--- src/rtl/fetch_sequencer_if.sv ---
// Fetch-sequencer handshake bundle: instruction-memory request/ready, decode ack/redirect/halt,
// datapath PC/IR strobes and PC mux select, plus status/debug outputs.
interface fetch_sequencer_if;
  logic        fetch_sequencer_mem_req_out;
  logic        fetch_sequencer_mem_ready_in;
  logic        fetch_sequencer_redirect_in;
  logic        fetch_sequencer_ir_ack_in;
  logic        fetch_sequencer_halt_in;
  logic        fetch_sequencer_pc_set_val_out;
  logic        fetch_sequencer_ir_set_val_out;
  logic [1:0]  fetch_sequencer_pc_mux_sel_out;
  logic        fetch_sequencer_ir_valid_out;
  logic        fetch_sequencer_timeout_out;
  logic [2:0]  fetch_sequencer_state_out;
  logic [31:0] fetch_sequencer_fetch_count_out;

  // master: the sequencer itself; slave: datapath, memory and decode around it
  modport master (
    output fetch_sequencer_mem_req_out,
    input  fetch_sequencer_mem_ready_in,
    input  fetch_sequencer_redirect_in,
    input  fetch_sequencer_ir_ack_in,
    input  fetch_sequencer_halt_in,
    output fetch_sequencer_pc_set_val_out,
    output fetch_sequencer_ir_set_val_out,
    output fetch_sequencer_pc_mux_sel_out,
    output fetch_sequencer_ir_valid_out,
    output fetch_sequencer_timeout_out,
    output fetch_sequencer_state_out,
    output fetch_sequencer_fetch_count_out
  );

  modport slave (
    input  fetch_sequencer_mem_req_out,
    output fetch_sequencer_mem_ready_in,
    output fetch_sequencer_redirect_in,
    output fetch_sequencer_ir_ack_in,
    output fetch_sequencer_halt_in,
    input  fetch_sequencer_pc_set_val_out,
    input  fetch_sequencer_ir_set_val_out,
    input  fetch_sequencer_pc_mux_sel_out,
    input  fetch_sequencer_ir_valid_out,
    input  fetch_sequencer_timeout_out,
    input  fetch_sequencer_state_out,
    input  fetch_sequencer_fetch_count_out
  );
endinterface

--- src/rtl/fetch_sequencer.sv ---
// Multi-cycle fetch controller: outputs decode state + inputs combinationally, zero-wait loop is 2 cycles/instr;
// halt freezes HOLD, memory stall counted to MEM_TIMEOUT then sticky ERR. FETCH_PERF_CNT_EN adds a fetch counter.
module fetch_sequencer #(
  parameter int MEM_TIMEOUT = 15,
  parameter int CNT_W       = 4
) (
  input  logic              fetch_sequencer_clock_in,
  input  logic              fetch_sequencer_reset_in,
  fetch_sequencer_if.master bus
);

  typedef enum logic [2:0] {
    S_IDLE = 3'b000,
    S_BOOT = 3'b001,
    S_REQ  = 3'b010,
    S_WAIT = 3'b011,
    S_HOLD = 3'b100,
    S_ERR  = 3'b101
  } state_e;

  localparam logic [1:0] SEL_RESET  = 2'b00;
  localparam logic [1:0] SEL_PC4    = 2'b01;
  localparam logic [1:0] SEL_TARGET = 2'b10;
  localparam logic [1:0] SEL_HOLD   = 2'b11;

  localparam bit             TO_EN   = (MEM_TIMEOUT != 0);
  localparam logic [CNT_W-1:0] TO_LAST = CNT_W'(MEM_TIMEOUT - 1);
  localparam logic [CNT_W-1:0] CNT_MAX = {CNT_W{1'b1}};

  state_e           state_q, state_d;
  logic [CNT_W-1:0] cnt_q, cnt_d;
  logic             timeout_q, timeout_d;

  logic       mem_req;
  logic       pc_set_val;
  logic       ir_set_val;
  logic [1:0] pc_mux_sel;
  logic       ir_valid;

  always_ff @(posedge fetch_sequencer_clock_in or posedge fetch_sequencer_reset_in) begin
    if (fetch_sequencer_reset_in) begin
      state_q   <= S_IDLE;
      cnt_q     <= '0;
      timeout_q <= 1'b0;
    end else begin
      state_q   <= state_d;
      cnt_q     <= cnt_d;
      timeout_q <= timeout_d;
    end
  end

  always_comb begin
    state_d    = state_q;
    cnt_d      = cnt_q;
    mem_req    = 1'b0;
    pc_set_val = 1'b0;
    ir_set_val = 1'b0;
    pc_mux_sel = SEL_HOLD;
    ir_valid   = 1'b0;

    case (state_q)
      S_IDLE: state_d = S_BOOT;

      S_BOOT: begin
        pc_set_val = 1'b1;
        pc_mux_sel = SEL_RESET;
        state_d    = S_REQ;
      end

      S_REQ: begin
        mem_req = 1'b1;
        cnt_d   = '0;
        if (bus.fetch_sequencer_mem_ready_in) begin
          ir_set_val = 1'b1;
          state_d    = S_HOLD;
        end else begin
          state_d = S_WAIT;
        end
      end

      S_WAIT: begin
        mem_req = 1'b1;
        cnt_d   = (cnt_q == CNT_MAX) ? cnt_q : cnt_q + CNT_W'(1);
        // a late ready on the last allowed cycle still wins over the timeout
        if (bus.fetch_sequencer_mem_ready_in) begin
          ir_set_val = 1'b1;
          state_d    = S_HOLD;
        end else if (TO_EN && (cnt_q == TO_LAST)) begin
          state_d = S_ERR;
        end
      end

      S_HOLD: begin
        ir_valid = 1'b1;
        if (bus.fetch_sequencer_redirect_in) begin
          pc_set_val = 1'b1;
          pc_mux_sel = SEL_TARGET;
          state_d    = S_REQ;
        end else if (bus.fetch_sequencer_halt_in) begin
          state_d = S_HOLD;
        end else if (bus.fetch_sequencer_ir_ack_in) begin
          pc_set_val = 1'b1;
          pc_mux_sel = SEL_PC4;
          state_d    = S_REQ;
        end
      end

      S_ERR: state_d = S_ERR;

      default: state_d = S_IDLE;
    endcase
  end

  assign timeout_d = timeout_q | (state_d == S_ERR);

  assign bus.fetch_sequencer_mem_req_out    = mem_req;
  assign bus.fetch_sequencer_pc_set_val_out = pc_set_val;
  assign bus.fetch_sequencer_ir_set_val_out = ir_set_val;
  assign bus.fetch_sequencer_pc_mux_sel_out = pc_mux_sel;
  assign bus.fetch_sequencer_ir_valid_out   = ir_valid;
  assign bus.fetch_sequencer_timeout_out    = timeout_q;
  assign bus.fetch_sequencer_state_out      = state_q;

`ifdef FETCH_PERF_CNT_EN
  logic [31:0] fetch_cnt_q;

  always_ff @(posedge fetch_sequencer_clock_in or posedge fetch_sequencer_reset_in) begin
    if (fetch_sequencer_reset_in) begin
      fetch_cnt_q <= '0;
    end else if (ir_set_val) begin
      fetch_cnt_q <= fetch_cnt_q + 32'd1;
    end
  end

  assign bus.fetch_sequencer_fetch_count_out = fetch_cnt_q;
`else
  assign bus.fetch_sequencer_fetch_count_out = 32'h0;
`endif

endmodule
--- src/flat_wrapper.sv ---
// flat-port wrapper written by rule: the top's interface ports become plain ports
module fetch_sequencer_flat 
#(
  parameter int MEM_TIMEOUT = 15,
  parameter int CNT_W       = 4
)
  (fetch_sequencer_clock_in, fetch_sequencer_reset_in, bus_fetch_sequencer_mem_req_out, bus_fetch_sequencer_mem_ready_in, bus_fetch_sequencer_redirect_in, bus_fetch_sequencer_ir_ack_in, bus_fetch_sequencer_halt_in, bus_fetch_sequencer_pc_set_val_out, bus_fetch_sequencer_ir_set_val_out, bus_fetch_sequencer_pc_mux_sel_out, bus_fetch_sequencer_ir_valid_out, bus_fetch_sequencer_timeout_out, bus_fetch_sequencer_state_out, bus_fetch_sequencer_fetch_count_out);
  fetch_sequencer_if bus_i ();
  input  logic fetch_sequencer_clock_in;
  input  logic fetch_sequencer_reset_in;
  output wire logic [$bits(bus_i.fetch_sequencer_mem_req_out)-1:0] bus_fetch_sequencer_mem_req_out;
  input wire logic [$bits(bus_i.fetch_sequencer_mem_ready_in)-1:0] bus_fetch_sequencer_mem_ready_in;
  input wire logic [$bits(bus_i.fetch_sequencer_redirect_in)-1:0] bus_fetch_sequencer_redirect_in;
  input wire logic [$bits(bus_i.fetch_sequencer_ir_ack_in)-1:0] bus_fetch_sequencer_ir_ack_in;
  input wire logic [$bits(bus_i.fetch_sequencer_halt_in)-1:0] bus_fetch_sequencer_halt_in;
  output wire logic [$bits(bus_i.fetch_sequencer_pc_set_val_out)-1:0] bus_fetch_sequencer_pc_set_val_out;
  output wire logic [$bits(bus_i.fetch_sequencer_ir_set_val_out)-1:0] bus_fetch_sequencer_ir_set_val_out;
  output wire logic [$bits(bus_i.fetch_sequencer_pc_mux_sel_out)-1:0] bus_fetch_sequencer_pc_mux_sel_out;
  output wire logic [$bits(bus_i.fetch_sequencer_ir_valid_out)-1:0] bus_fetch_sequencer_ir_valid_out;
  output wire logic [$bits(bus_i.fetch_sequencer_timeout_out)-1:0] bus_fetch_sequencer_timeout_out;
  output wire logic [$bits(bus_i.fetch_sequencer_state_out)-1:0] bus_fetch_sequencer_state_out;
  output wire logic [$bits(bus_i.fetch_sequencer_fetch_count_out)-1:0] bus_fetch_sequencer_fetch_count_out;
  assign bus_fetch_sequencer_mem_req_out = bus_i.fetch_sequencer_mem_req_out;
  assign bus_i.fetch_sequencer_mem_ready_in = bus_fetch_sequencer_mem_ready_in;
  assign bus_i.fetch_sequencer_redirect_in = bus_fetch_sequencer_redirect_in;
  assign bus_i.fetch_sequencer_ir_ack_in = bus_fetch_sequencer_ir_ack_in;
  assign bus_i.fetch_sequencer_halt_in = bus_fetch_sequencer_halt_in;
  assign bus_fetch_sequencer_pc_set_val_out = bus_i.fetch_sequencer_pc_set_val_out;
  assign bus_fetch_sequencer_ir_set_val_out = bus_i.fetch_sequencer_ir_set_val_out;
  assign bus_fetch_sequencer_pc_mux_sel_out = bus_i.fetch_sequencer_pc_mux_sel_out;
  assign bus_fetch_sequencer_ir_valid_out = bus_i.fetch_sequencer_ir_valid_out;
  assign bus_fetch_sequencer_timeout_out = bus_i.fetch_sequencer_timeout_out;
  assign bus_fetch_sequencer_state_out = bus_i.fetch_sequencer_state_out;
  assign bus_fetch_sequencer_fetch_count_out = bus_i.fetch_sequencer_fetch_count_out;
  fetch_sequencer #(.MEM_TIMEOUT(MEM_TIMEOUT), .CNT_W(CNT_W)) u_core (.fetch_sequencer_clock_in(fetch_sequencer_clock_in), .fetch_sequencer_reset_in(fetch_sequencer_reset_in), .bus(bus_i));
endmodule
--- config.mk ---
export PLATFORM = sky130hd
export DESIGN_NAME = fetch_sequencer_flat
export DESIGN_NICKNAME = d
export VERILOG_FILES = /design/src/rtl/fetch_sequencer_if.sv /design/src/rtl/fetch_sequencer.sv /design/src/flat_wrapper.sv
export SDC_FILE = /design/constraint.sdc
export NUM_CORES = 1
export LEC_CHECK = 0
export ABC_AREA = 0
export CAP_MARGIN = 0
export CORE_MARGIN = 8
export CORE_UTILIZATION = 36
export DETAILED_ROUTE_END_ITERATION = 8
export PLACE_DENSITY = 0.79
export SLEW_MARGIN = 20
export SYNTH_ARGS = -nofsm -noshare
export SYNTH_HDL_FRONTEND = slang
export SYNTH_SLANG_ARGS = --single-unit
export TNS_END_PERCENT = 5
--- constraint.sdc ---
create_clock -name fetch_sequencer_clock_in -period 1.47 [get_ports fetch_sequencer_clock_in]
set_input_delay 0.3675 -clock fetch_sequencer_clock_in [delete_from_list [all_inputs] [get_ports fetch_sequencer_clock_in]]
set_output_delay 0.3675 -clock fetch_sequencer_clock_in [all_outputs]
set_load 0.02 [all_outputs]
==> run summary <==
Status = complete, but fails checks
Failing checks = setup timing
Total GRT Usage = 0.0894
Initial Util = 0.386
Worst EP arrival = 1320 ps
Clock sink count = 8
Total power = 1.81 mW
RSZ-0062 raised after global routing = true
Cts hold-fix bufs = 0
Antenna violations before repair = 0
Fillcell total = 196
Routed WL per cell = 12.1 µm
Flop-to-flop setup slack = 140 ps
Slew Viols, Final = 0
DRC Markers = 0
IO Port Bufs = 15
Drt pass-1 iters = 4
Final Hold Fails = 0
Sw frac = 0.446
GP Congestion = 0.829
Comb pwr share = 0.688
Worst hold path class = in2async
Vias per cell = 4.17
Finished Layout Cells = 145
Setup tns final = -738 ps
Synthesized flop and latch total = 8
Total Nets Final = 128
CTS tree = done
Mean area per synthesized cell = 8.79 µm²
Diode count = 0
Skew-Pair Late Insertion Delay = 240 ps
Top-count cell post-synth = buf_4
Final setup vio count = 6
Die area = 3890 µm²
Top_reg_cell synth = dfrtp_1
First-pass GRT wire length = 2950 µm
Reg-to-Reg Start = u_core.bus.fetch_sequencer_state_out[2]$_DFF_PP0_
Flop pwr share = 0.228
Setup slack after layout = -220 ps
Sw power = 0.805 mW
Peak VDD IR = 0.00109 V
Worst Setup Start Kind = flop
Mapped cell area = 773 µm²
Vias = 605
Clock transition at the registers of the reported paths = 50 ps
Fmax achieved = 592 MHz
Utilization after layout = 0.486
Synth unique cells = 30
Antenna-violating nets left = 0
Commonest cells in the netlist = buf_4, dfrtp_1, a21oi_1
Synth top area cells = buf_4, dfrtp_1, a21oi_1, ha_1, a21o_1
IO Pins = 48
Post-DP HPWL = 1560 µm
Worst Path Required = 1100 ps
PwrDens = 1850 nW/µm²
EDFF count, synth = 0
Clock power share = 0.084
Number of max-cap violations = 0
Core Region = 2000 µm²
Sequential fraction of the synthesis area = 0.259
Int Power = 1.00 mW
Routed WL = 1750 µm
Gate Count Post-Synth = 88
R2R Path End = u_core.cnt_q[0]$_DFFE_PP0P_
Hold slack final = 358 ps
CP Class = reg2out
Placed insts = 142
H-tree Lvls = 1
Die Wd = 62.3 µm
Layout area overhead = 25.9%
Cell taking the most area after synthesis = buf_4
Share of cells above drive strength 1 = 0.347
1st-iter DRT viols = 4
Ys Warns = 0
Minimum clock period = 1690 ps
Fin Clk Skew = 1.25 ps
Vias in the first global route = 667
Num CTS Buffers = 3
Pleak = 0.504 nW
Maximum number of pins on one net before global-route repair = 9
Share of flip-flops with an asynchronous set or reset = 1.00
Period utilization = 1.15
Root Driver = clkbuf_4
CP max FO = 4
Grt ovf = 0
Crit. End Element = primary output
Die Y = 62.3 µm
Max clock buf depth = 2
Site Rows = 16
Cells on worst reg2reg path = 7
Yosys top cell area share = 0.320
[cell families after synthesis]
logic type	after synthesis	share of synthesized area
AOI/OAI and AO/OA	17	0.154
DFF	8	0.259
and+or+nand+nor	20	0.186
buffers and inverters	40	0.364
other	1	0.00485
adders and majority gates	2	0.0324
[through the flow]
stage	area, µm²	worst slack, ps
after floorplan	897	-2.77
after global placement	935	-797
after detailed placement	935	-842
after CTS	973	-245
after global routing	973	-292
final	973	-220
[layout make-up]
| class | instances | area, µm² | area share |
|---|---|---|---|
| multi-input combinational | 71 | 434 | 0.446 |
| timing repair buffer | 30 | 256 | 0.263 |
| sequential | 8 | 203 | 0.208 |
| tap | 27 | 33.8 | 0.0347 |
| inverter | 6 | 23.8 | 0.0244 |
| clock buffer | 3 | 22.5 | 0.0231 |
[registers in the layout, summed over array words and instances, names as in the netlist]
| signal | flops |
|---|---|
| u_core.bus.fetch_sequencer_timeout_out | 1 |
| u_core.bus.fetch_sequencer_state_out | 3 |
| u_core.cnt_q | 4 |
[metal layers]
metal,GRT usage,vias up,wire [µm]
met5,0,-,0
met1,0.0799,280,617
met2,0.172,32,937
li1,-,291,-
met4,0.0342,0,14
met3,0.0376,2,179
[how the worst max path moves through the flow]
stage                                                        to                                               from
after global placement       bus_fetch_sequencer_pc_set_val_out                      bus_fetch_sequencer_ir_ack_in
after CTS                 bus_fetch_sequencer_pc_mux_sel_out[1]  u_core.bus.fetch_sequencer_state_out[2]$_DFF_PP0_
after detailed placement     bus_fetch_sequencer_pc_set_val_out                      bus_fetch_sequencer_ir_ack_in
final                     bus_fetch_sequencer_pc_mux_sel_out[0]  u_core.bus.fetch_sequencer_state_out[2]$_DFF_PP0_
after floorplan           bus_fetch_sequencer_pc_mux_sel_out[1]  u_core.bus.fetch_sequencer_state_out[0]$_DFF_PP0_
after global routing      bus_fetch_sequencer_pc_mux_sel_out[0]  u_core.bus.fetch_sequencer_state_out[2]$_DFF_PP0_
[worst max-delay path: stages, from the launching register on]
cell and delay (ps):
dfrtp_1 410, and2b_4 290, a21oi_1 40, or2_1 220, buf_6 130
[what timing repair did]
item	4_1_cts	5_1_grt
buffers inserted	0	0
gates resized for setup	55	0
setup endpoints to repair	10	7
gates cloned	0	0
pin swaps	1	0
[layout by cell type, fill, tap and decap left out, types with 3 or more instances in the layout]
cell type | synthesis | layout
a21o_1 | 3 | 3
a21oi_1 | 5 | 5
buf_4 | 33 | 16
buf_6 | 1 | 5
clkbuf_4 | 0 | 3
conb_1 | 1 | 32
dfrtp_1 | 8 | 6
dlygate4sd2_1 | 0 | 5
inv_1 | 3 | 3
nand3_1 | 4 | 4
[power by group through the flow]
| stage | sequential [mW] | clock [mW] | combinational, mW |
|---|---|---|---|
| global route | 0.424 | 0.174 | 1.34 |
| global placement | 0.401 | 0 | 1.20 |
| finish | 0.411 | 0.151 | 1.24 |
| floorplan | 0.407 | 0 | 0.766 |
| CTS | 0.411 | 0.163 | 1.25 |
| detailed placement | 0.410 | 0 | 1.23 |
No activity file was read; power rests on OpenSTA's default activity.
